## src/rtl/cal_pkg.sv

```systemverilog
// Shared definitions for the calibration latency probe: FSM state encoding
// and the default counter width.
package cal_pkg;

    localparam int CAL_CNT_W = 8;

    typedef enum logic [2:0] {
        ST_INIT0  = 3'd0,
        ST_INIT1  = 3'd1,
        ST_IDLE   = 3'd2,
        ST_ARM    = 3'd3,
        ST_RUN    = 3'd4,
        ST_CLR0   = 3'd5,
        ST_CLR1   = 3'd6,
        ST_RESULT = 3'd7
    } cal_state_t;

endpackage

```

## src/rtl/cal_probe_stats.sv

```systemverilog
// Running min/max/count over accepted (non-timeout) latency results.
// A clear request overrides an update in the same cycle.
module cal_probe_stats
    import cal_pkg::*;
#(
    parameter int CNT_W  = CAL_CNT_W,
    parameter int STAT_W = 16
) (
    input  logic              clk,
    input  logic              rst,
    input  logic              upd,
    input  logic              clr,
    input  logic [CNT_W-1:0]  lat,
    output logic [CNT_W-1:0]  stat_min,
    output logic [CNT_W-1:0]  stat_max,
    output logic [STAT_W-1:0] stat_cnt
);

    logic [CNT_W-1:0]  r_min;
    logic [CNT_W-1:0]  r_max;
    logic [STAT_W-1:0] r_cnt;

    always_ff @(posedge clk or negedge rst) begin
        if (!rst) begin
            r_min <= '1;
            r_max <= '0;
            r_cnt <= '0;
        end else if (clr) begin
            r_min <= '1;
            r_max <= '0;
            r_cnt <= '0;
        end else if (upd) begin
            if (lat < r_min) r_min <= lat;
            if (lat > r_max) r_max <= lat;
            if (r_cnt != '1) r_cnt <= r_cnt + 1'b1;
        end
    end

    assign stat_min = r_min;
    assign stat_max = r_max;
    assign stat_cnt = r_cnt;

endmodule

```

## src/rtl/cal_latency_probe.sv

```systemverilog
// Drives the external start/clear cycle counter for one trig_start/trig_stop
// measurement, returns the latency over valid/ready and keeps statistics.
module cal_latency_probe
    import cal_pkg::*;
#(
    parameter int CNT_W   = CAL_CNT_W,
    parameter int TIMEOUT = 250,
    parameter int STAT_W  = 16
) (
    input  logic              clk,
    input  logic              rst,
    input  logic              trig_start,
    input  logic              trig_stop,
    output logic              cnt_start,
    output logic              cnt_clear,
    input  logic [CNT_W-1:0]  cnt_val,
    output logic              busy,
    output logic              m_valid,
    input  logic              m_ready,
    output logic [CNT_W-1:0]  m_lat,
    output logic              m_timeout,
    input  logic              stat_clr,
    output logic [CNT_W-1:0]  stat_min,
    output logic [CNT_W-1:0]  stat_max,
    output logic [STAT_W-1:0] stat_cnt
);

    localparam logic [CNT_W-1:0] TO_VAL = CNT_W'(TIMEOUT);

    cal_state_t       r_state;
    logic             r_cnt_start;
    logic             r_cnt_clear;
    logic             r_busy;
    logic             r_m_valid;
    logic [CNT_W-1:0] r_m_lat;
    logic             r_m_timeout;
    logic             w_stat_upd;

    // Outputs are registered alongside the state they belong to, so each is
    // assigned on the transition into that state. INIT0 waits one cycle after
    // reset release so that cnt_clear covers both INIT0 and INIT1.
    always_ff @(posedge clk or negedge rst) begin
        if (!rst) begin
            r_state     <= ST_INIT0;
            r_cnt_start <= 1'b0;
            r_cnt_clear <= 1'b0;
            r_busy      <= 1'b0;
            r_m_valid   <= 1'b0;
            r_m_lat     <= '0;
            r_m_timeout <= 1'b0;
        end else begin
            r_cnt_start <= 1'b0;
            case (r_state)
                ST_INIT0: begin
                    r_cnt_clear <= 1'b1;
                    r_busy      <= 1'b1;
                    if (r_cnt_clear) r_state <= ST_INIT1;
                end
                ST_INIT1: begin
                    r_state     <= ST_IDLE;
                    r_cnt_clear <= 1'b0;
                    r_busy      <= 1'b0;
                end
                ST_IDLE: begin
                    if (trig_start) begin
                        r_state     <= ST_ARM;
                        r_cnt_start <= 1'b1;
                        r_busy      <= 1'b1;
                        r_m_timeout <= 1'b0;
                    end
                end
                ST_ARM: begin
                    if (trig_stop) begin
                        r_m_lat     <= CNT_W'(1);
                        r_cnt_clear <= 1'b1;
                        r_state     <= ST_CLR0;
                    end else begin
                        r_state <= ST_RUN;
                    end
                end
                ST_RUN: begin
                    // Counter reads 0 two cycles after trig_start, hence +2.
                    if (trig_stop) begin
                        r_m_lat     <= cnt_val + CNT_W'(2);
                        r_cnt_clear <= 1'b1;
                        r_state     <= ST_CLR0;
                    end else if (cnt_val == TO_VAL) begin
                        r_m_lat     <= '1;
                        r_m_timeout <= 1'b1;
                        r_cnt_clear <= 1'b1;
                        r_state     <= ST_CLR0;
                    end
                end
                ST_CLR0: begin
                    r_state <= ST_CLR1;
                end
                ST_CLR1: begin
                    r_cnt_clear <= 1'b0;
                    r_m_valid   <= 1'b1;
                    r_state     <= ST_RESULT;
                end
                ST_RESULT: begin
                    if (m_ready) begin
                        r_m_valid <= 1'b0;
                        r_busy    <= 1'b0;
                        r_state   <= ST_IDLE;
                    end
                end
                default: begin
                    r_state <= ST_INIT0;
                end
            endcase
        end
    end

    assign w_stat_upd = (r_state == ST_RESULT) && m_ready && !r_m_timeout;

    cal_probe_stats #(
        .CNT_W  (CNT_W),
        .STAT_W (STAT_W)
    ) u_stats (
        .clk      (clk),
        .rst      (rst),
        .upd      (w_stat_upd),
        .clr      (stat_clr),
        .lat      (r_m_lat),
        .stat_min (stat_min),
        .stat_max (stat_max),
        .stat_cnt (stat_cnt)
    );

    assign cnt_start = r_cnt_start;
    assign cnt_clear = r_cnt_clear;
    assign busy      = r_busy;
    assign m_valid   = r_m_valid;
    assign m_lat     = r_m_lat;
    assign m_timeout = r_m_timeout;

endmodule

```

## config.mk

```make
export PLATFORM = sky130hd
export DESIGN_NAME = cal_latency_probe
export DESIGN_NICKNAME = d
export VERILOG_FILES = /design/src/rtl/cal_pkg.sv /design/src/rtl/cal_probe_stats.sv /design/src/rtl/cal_latency_probe.sv
export SDC_FILE = /design/constraint.sdc
export NUM_CORES = 1
export LEC_CHECK = 0
export BUFFER_PORTS_ARGS = -buffer_cell sky130_fd_sc_hd__buf_4
export CORE_UTILIZATION = 59
export DETAILED_ROUTE_END_ITERATION = 10
export GPL_TIMING_DRIVEN = 0
export PLACE_DENSITY = 0.85
export SYNTH_ARGS = -nofsm -noshare
export SYNTH_HDL_FRONTEND = slang
export SYNTH_SLANG_ARGS = --single-unit
```

## constraint.sdc

```tcl
create_clock -name clk -period 4.3 [get_ports clk]
set_input_delay 0.43 -clock clk [delete_from_list [all_inputs] [get_ports clk]]
set_output_delay 0.43 -clock clk [all_outputs]
set_load 0.02 [all_outputs]
```

== After elaboration in Yosys (flattened, before gate mapping) ==
Index checks and enable logic that the tools add are counted.

* Register bits: 48
* Output and inout port bits: 45
* Logic and storage cells: 86

* $add $sub $neg: 2
* Equality and inequality tests: 16
* Reduce and logical (&&, ||, !) cells: 23
* $lt $le $gt $ge: 2
* Muxes and demuxes: 33

{| class="wikitable"
|+ Operators with widths
! operator !! number
|-
| $mux 8 || 9
|-
| $mux 16 || 3
|-
| $pmux 3 s8 || 1
|-
| $add 16x1->16 const B || 1
|-
| $ne 16x16->1 const B || 1
|-
| $pmux 8 s2 || 1
|-
| $mux 3 || 5
|-
| $reduce_bool 2->1 || 7
|-
| $eq 3x3->1 const B || 4
|-
| $ne 2x2->1 const B || 6
|-
| $mux 1 || 10
|-
| $reduce_and 3->1 || 3
|-
| $add 8x2->8 const B || 1
|-
| $eq 8x8->1 const B || 1
|-
| $gt 8x8->1 || 1
|-
| $lt 8x8->1 || 1
|-
| $pmux 1 s4 || 2
|-
| $reduce_and 2->1 || 4
|-
| $reduce_and 4->1 || 2
|-
| $reduce_bool 4->1 || 2
|-
| $eq 3x2->1 const B || 2
|-
| $pmux 1 s2 || 2
|-
| $eq 3x1->1 const B || 1
|-
| $logic_not 3->1 || 1
|-
| 4 further kinds || 5
|}

== Depth between registers and ports, before layout ==
* Word-level depth: 5
* Gate-level depth with buffers: 8
* Mapped depth without buffers: 7

== Modules after synthesis ==
A second synthesis with hierarchy kept.

* Cell total of the unflattened synthesis: 295
* Area total of the unflattened synthesis: 2812.7 um^2

{| class="wikitable"
|+ By module, submodules not included
! module !! area an instance (um^2) !! times used !! cells each !! seq. area each (um^2)
|-
| cal_probe_stats || 1915.6 || 1 || 206 || 810.8
|-
| cal_latency_probe || 897.1 || 1 || 89 || 400.4
|}

== Worst setup path after synthesis ==
No wires, ideal clock.

* Kind: register to register
* Start point: register u_stats.r_cnt[0], in the netlist u_stats.stat_cnt[0]
* End point: register u_stats.r_cnt[15], in the netlist u_stats.stat_cnt[15]
* Arrival time: 2007 ps
* Setup slack: 2217 ps
* Stages on the path, launching flop included: 7
* Path buffers: 0
* Library setup time: 76 ps
* Cells stage by stage: dfrtp_1 ha_1 nand3_1 nor3_1 or4b_4 or4_1 o21ai_1

* Word-level cells in the longest chain between the ends: 4
* Elaborated cells between the ends (all ways): 7
* Classes of those cells: 1 x add/sub; 1 x eq/ne; 3 x mux; 2 x reduce/logical

{| class="wikitable"
|+ RTL lines
! element !! RTL line !! source
|-
| start: declaration || cal_probe_stats.sv:21 || <nowiki>logic [STAT_W-1:0] r_cnt;</nowiki>
|-
| start signal: assignment || cal_probe_stats.sv:35 || <nowiki>if (r_cnt != '1) r_cnt <= r_cnt + 1'b1;</nowiki>
|-
| $add 16x1->16 || cal_probe_stats.sv:35 ||
|-
| $mux 16 || cal_probe_stats.sv:35 ||
|-
| $mux 16 || cal_probe_stats.sv:32 || <nowiki>end else if (upd) begin</nowiki>
|-
| $mux 16 || cal_probe_stats.sv:28 || <nowiki>end else if (clr) begin</nowiki>
|}

Several ways; a longest one is shown, not always the timed one. The select of a mux whose other input is x is not followed.
A chain may end at the register's enable or synchronous reset.

== Worst setup path in the final report ==
* Start point: register u_stats.r_min[7], in the netlist u_stats.stat_min[7]
* End point: register u_stats.r_min[1], in the netlist u_stats.stat_min[1]

* Word-level cells in the longest chain between the ends: 3

{| class="wikitable"
|+ RTL lines
! element !! RTL line !! source
|-
| start: declaration || cal_probe_stats.sv:19 || <nowiki>logic [CNT_W-1:0] r_min;</nowiki>
|-
| start signal: assignment || cal_probe_stats.sv:33 || <nowiki>if (lat < r_min) r_min <= lat;</nowiki>
|-
| $lt 8x8->1 || cal_probe_stats.sv:33 ||
|-
| $reduce_bool 2->1 (no line) || n/a ||
|-
| $reduce_and 2->1 (no line) || n/a ||
|}

No other way between the ends.

==> qor.yml <==
die:
  die_x_um: 72.0
  die_h_um: 72.0
  start_util_pct: 61.1
  rows: 25
  boundaryPins: 59
  core_area_um2: 4720
  die_area_um2: 5180
route:
  viasPerCell: 5.70
  drt-total-wl_um: 6440
  route.detailed.wl_per_inst_um: 14.7
  drt_iter0_drc: 88
  via_count: 2495
  ant_nets: 0
  drc: 0
  drtPass1Iterations: 8
clocking:
  clock_path_buffers: 2
  tritoncts: "built"
  ctsResizeCount: 0
  cts.clk_slew.worst_paths_ns: 0.09
  postCtsSetupBuffers: 0
  h-tree-depth: 2
  ctsRootBufferMaster: "clkbuf_8"
  clk_latency_ns: 0.31
  cts_made_buffers: 5
  clkSinkCount: 48
  hold_buffers: 0
grt:
  grt_max_degree: 49
  grt_pass1_wl_um: 10500
  grt_overflow: 0
  grt_pass1_vias: 2243
  grt_antenna_before_repair: 0
  grtUsageTotal_pct: 26.0
place:
  dp_worst_setup_slack_ns: 2.06
  port_buffers: 58
  hpwlAfterDp_um: 4660
  place.gp.congestion: 0.847
timing:
  setup_viol: 0
  fin_crit_sh_pct: 53.9
  slew-limit-headroom_pct: 46.5
  final_max_slew_viol_count: 0
  period_minus_slack_ns: 2.32
  rsz0062_at_grt: "no"
  tightestPinTransition_ns: 0.797
  final.setup.worst_slack_ns: 1.98
  hold_viol: 0
  timing.fmax_mhz: 432
  tns_ns: 0
  fin_skew_ns: 0.0100
pwr:
  p_per_area_nw_per_um2: 530
  power.net_switching_mw: 0.757
  combPwrFrac_pct: 43.7
  p_leak_nw: 1.62
  peakVddDrop_v: 0.000376
  p_clk_share_pct: 17.7
  swShare_pct: 40.6
  p_int_mw: 1.11
  p_total_mw: 1.87
  seqPwrFrac_pct: 38.6
worst_setup_path:
  arrival_ns: 2.54
  path_max_fanout: 8
  path_class: "reg2reg"
  startpoint_type: "flip-flop"
  end_kind: "flip-flop"
  critPathRequiredTime_ns: 4.52
  rr_worst_depth: 7
synth:
  synth_area_per_cell_um2: 9.47
  synth_area_leaders: "dfrtp_1 35%, ha_1 7.4%, dfstp_2 7.3%, mux2i_1 5.5%, nor2_1 5.2%"
  synth.top_cell.area_share_pct: 34.7
  yosysUniqueCellTypes: 50
  netlist_area_um2: 2890
  synth_cells: 305
  synth-seq-cells: 48
  yosys.area.top_type: "dfrtp_1"
  seq_area_frac_synth_pct: 41.9
  synth_nets: 336
  yosysWarnings: 0
layout:
  drive_gt1_share_pct: 23.7
  final_common_cell: "buf_4"
  regArea_um2: 1210
  nets: 401
  n_fill_cell: 370
  synthToLayoutAreaGrowth_pct: 21.8
  final_cell_mix: "59 x buf_4, 40 x nor2_1, 40 x dfrtp_1"
  multi_input_area_um2: 1560
  antennaDiodeCount: 0
run:
  maxCapViolCount: 0
min_path:
  hold_path.class: "in2async"
outcome:
  status: "finished clean"
==> cell usage after synthesis, drive strengths merged <==
library cell  instances
nor4bb                1
or2                   2
nand3                13
xor2                  5
nor3                  2
nor2b                 4
nor3b                 1
dfstp                 8
a32oi                 1
a31oi                 2
and2                  1
dfrtp                40
o22ai                 1
a21oi                16
o211ai                1
and4                  4
or4b                  1
a22oi                 1
o31a                  1
nand2b               18
inv                  19
nand3b                1
a21o                  1
and3                  4
nor4                  3
nand2                13
mux2                  4
a2111oi               1
o21ai                11
nor2                 41
buf                   1
o21a                  2
o21bai                1
mux2i                16
a211oi                7
and4b                 1
ha                   17
xnor2                11
nand4b                1
a22o                  4
nand4                10
or4                   2
clkbuf               11
==> worst max-delay path, cell delays in order (launching register included) <==
cell and delay, ns:
dfstp_2 0.56, inv_1 0.04, ha_1 0.28, and3_1 0.22, a21oi_1 0.15, nand3_1 0.10, a31oi_2 0.59, mux2i_1 0.28
==> metal layers <==
| metal | share of wire, % | wire length [um] | GRT usage (%) | up-vias |
|---|---|---|---|---|
| met5 | 0 | 0 | 0 | - |
| met4 | 0.92 | 59 | 8.50 | 0 |
| met3 | 3.8 | 246 | 4.03 | 11 |
| met2 | 48 | 3120 | 42.2 | 60 |
| met1 | 47 | 3020 | 36.1 | 1225 |
| li1 | - | - | - | 1199 |
==> final cells by class <==
cell class,count,area share [%]
plain buffers,12,1.39
clock buffers,5,1.96
clock inverters,3,1.21
inverters,19,2.03
multi-input cells,226,44.2
flip-flops and latches,48,34.4
well taps,67,2.38
repair buffers,58,12.4
==> worst paths after layout <==
check / start / end / slack (ns)
hold / removal: rst / u_stats.stat_cnt[8] / 0.12
max in group asynchronous: rst / m_lat[1] / 3.77
min in group clk: trig_start / cnt_start / 0.37
setup / recovery: u_stats.stat_min[7] / u_stats.stat_min[1] / 1.98
setup reg to reg: u_stats.stat_min[7] / u_stats.stat_min[1] / 1.98
hold reg to reg: m_valid / m_valid / 0.53
==> sequential cells by signal, summed over array words and instances, names as in the netlist <==
| name | flops |
|---|---|
| busy | 1 |
| cnt_clear | 1 |
| cnt_start | 1 |
| m_lat | 8 |
| m_timeout | 1 |
| m_valid | 1 |
| r_state | 3 |
| u_stats.stat_cnt | 16 |
| u_stats.stat_max | 8 |
| u_stats.stat_min | 8 |
==> power by group through the flow <==
stage	logic (mW)	registers (mW)	clock network (mW)
6_report	0.816	0.720	0.330
5_1_grt	0.897	0.735	0.345
4_1_cts	0.818	0.714	0.333
3_5_place_dp	0.812	0.724	0
3_3_place_gp	0.784	0.718	0
2_1_floorplan	0.442	0.793	0
==> stage by stage <==
step	instance area (um^2)	hold WS, ns	util [%]	std cells
after CTS	3520	0.139	74.5	438
after floorplan	2890	0.134	-	305
final	3520	0.117	74.5	438
after detailed placement	3410	0.477	72.1	430
after global routing	3520	0.165	74.5	438
after global placement	3410	0.470	72.1	430
==> kinds of logic after synthesis <==
| logic type | synth area share [%] |
|---|---|
| compound gates | 11.6 |
| xor+xnor | 4.85 |
| fa+ha+maj | 7.37 |
| buf+inv | 4.16 |
| flops | 41.9 |
| mux | 7.11 |
| simple gates | 23.0 |
No activity file was read; power rests on OpenSTA's default activity.
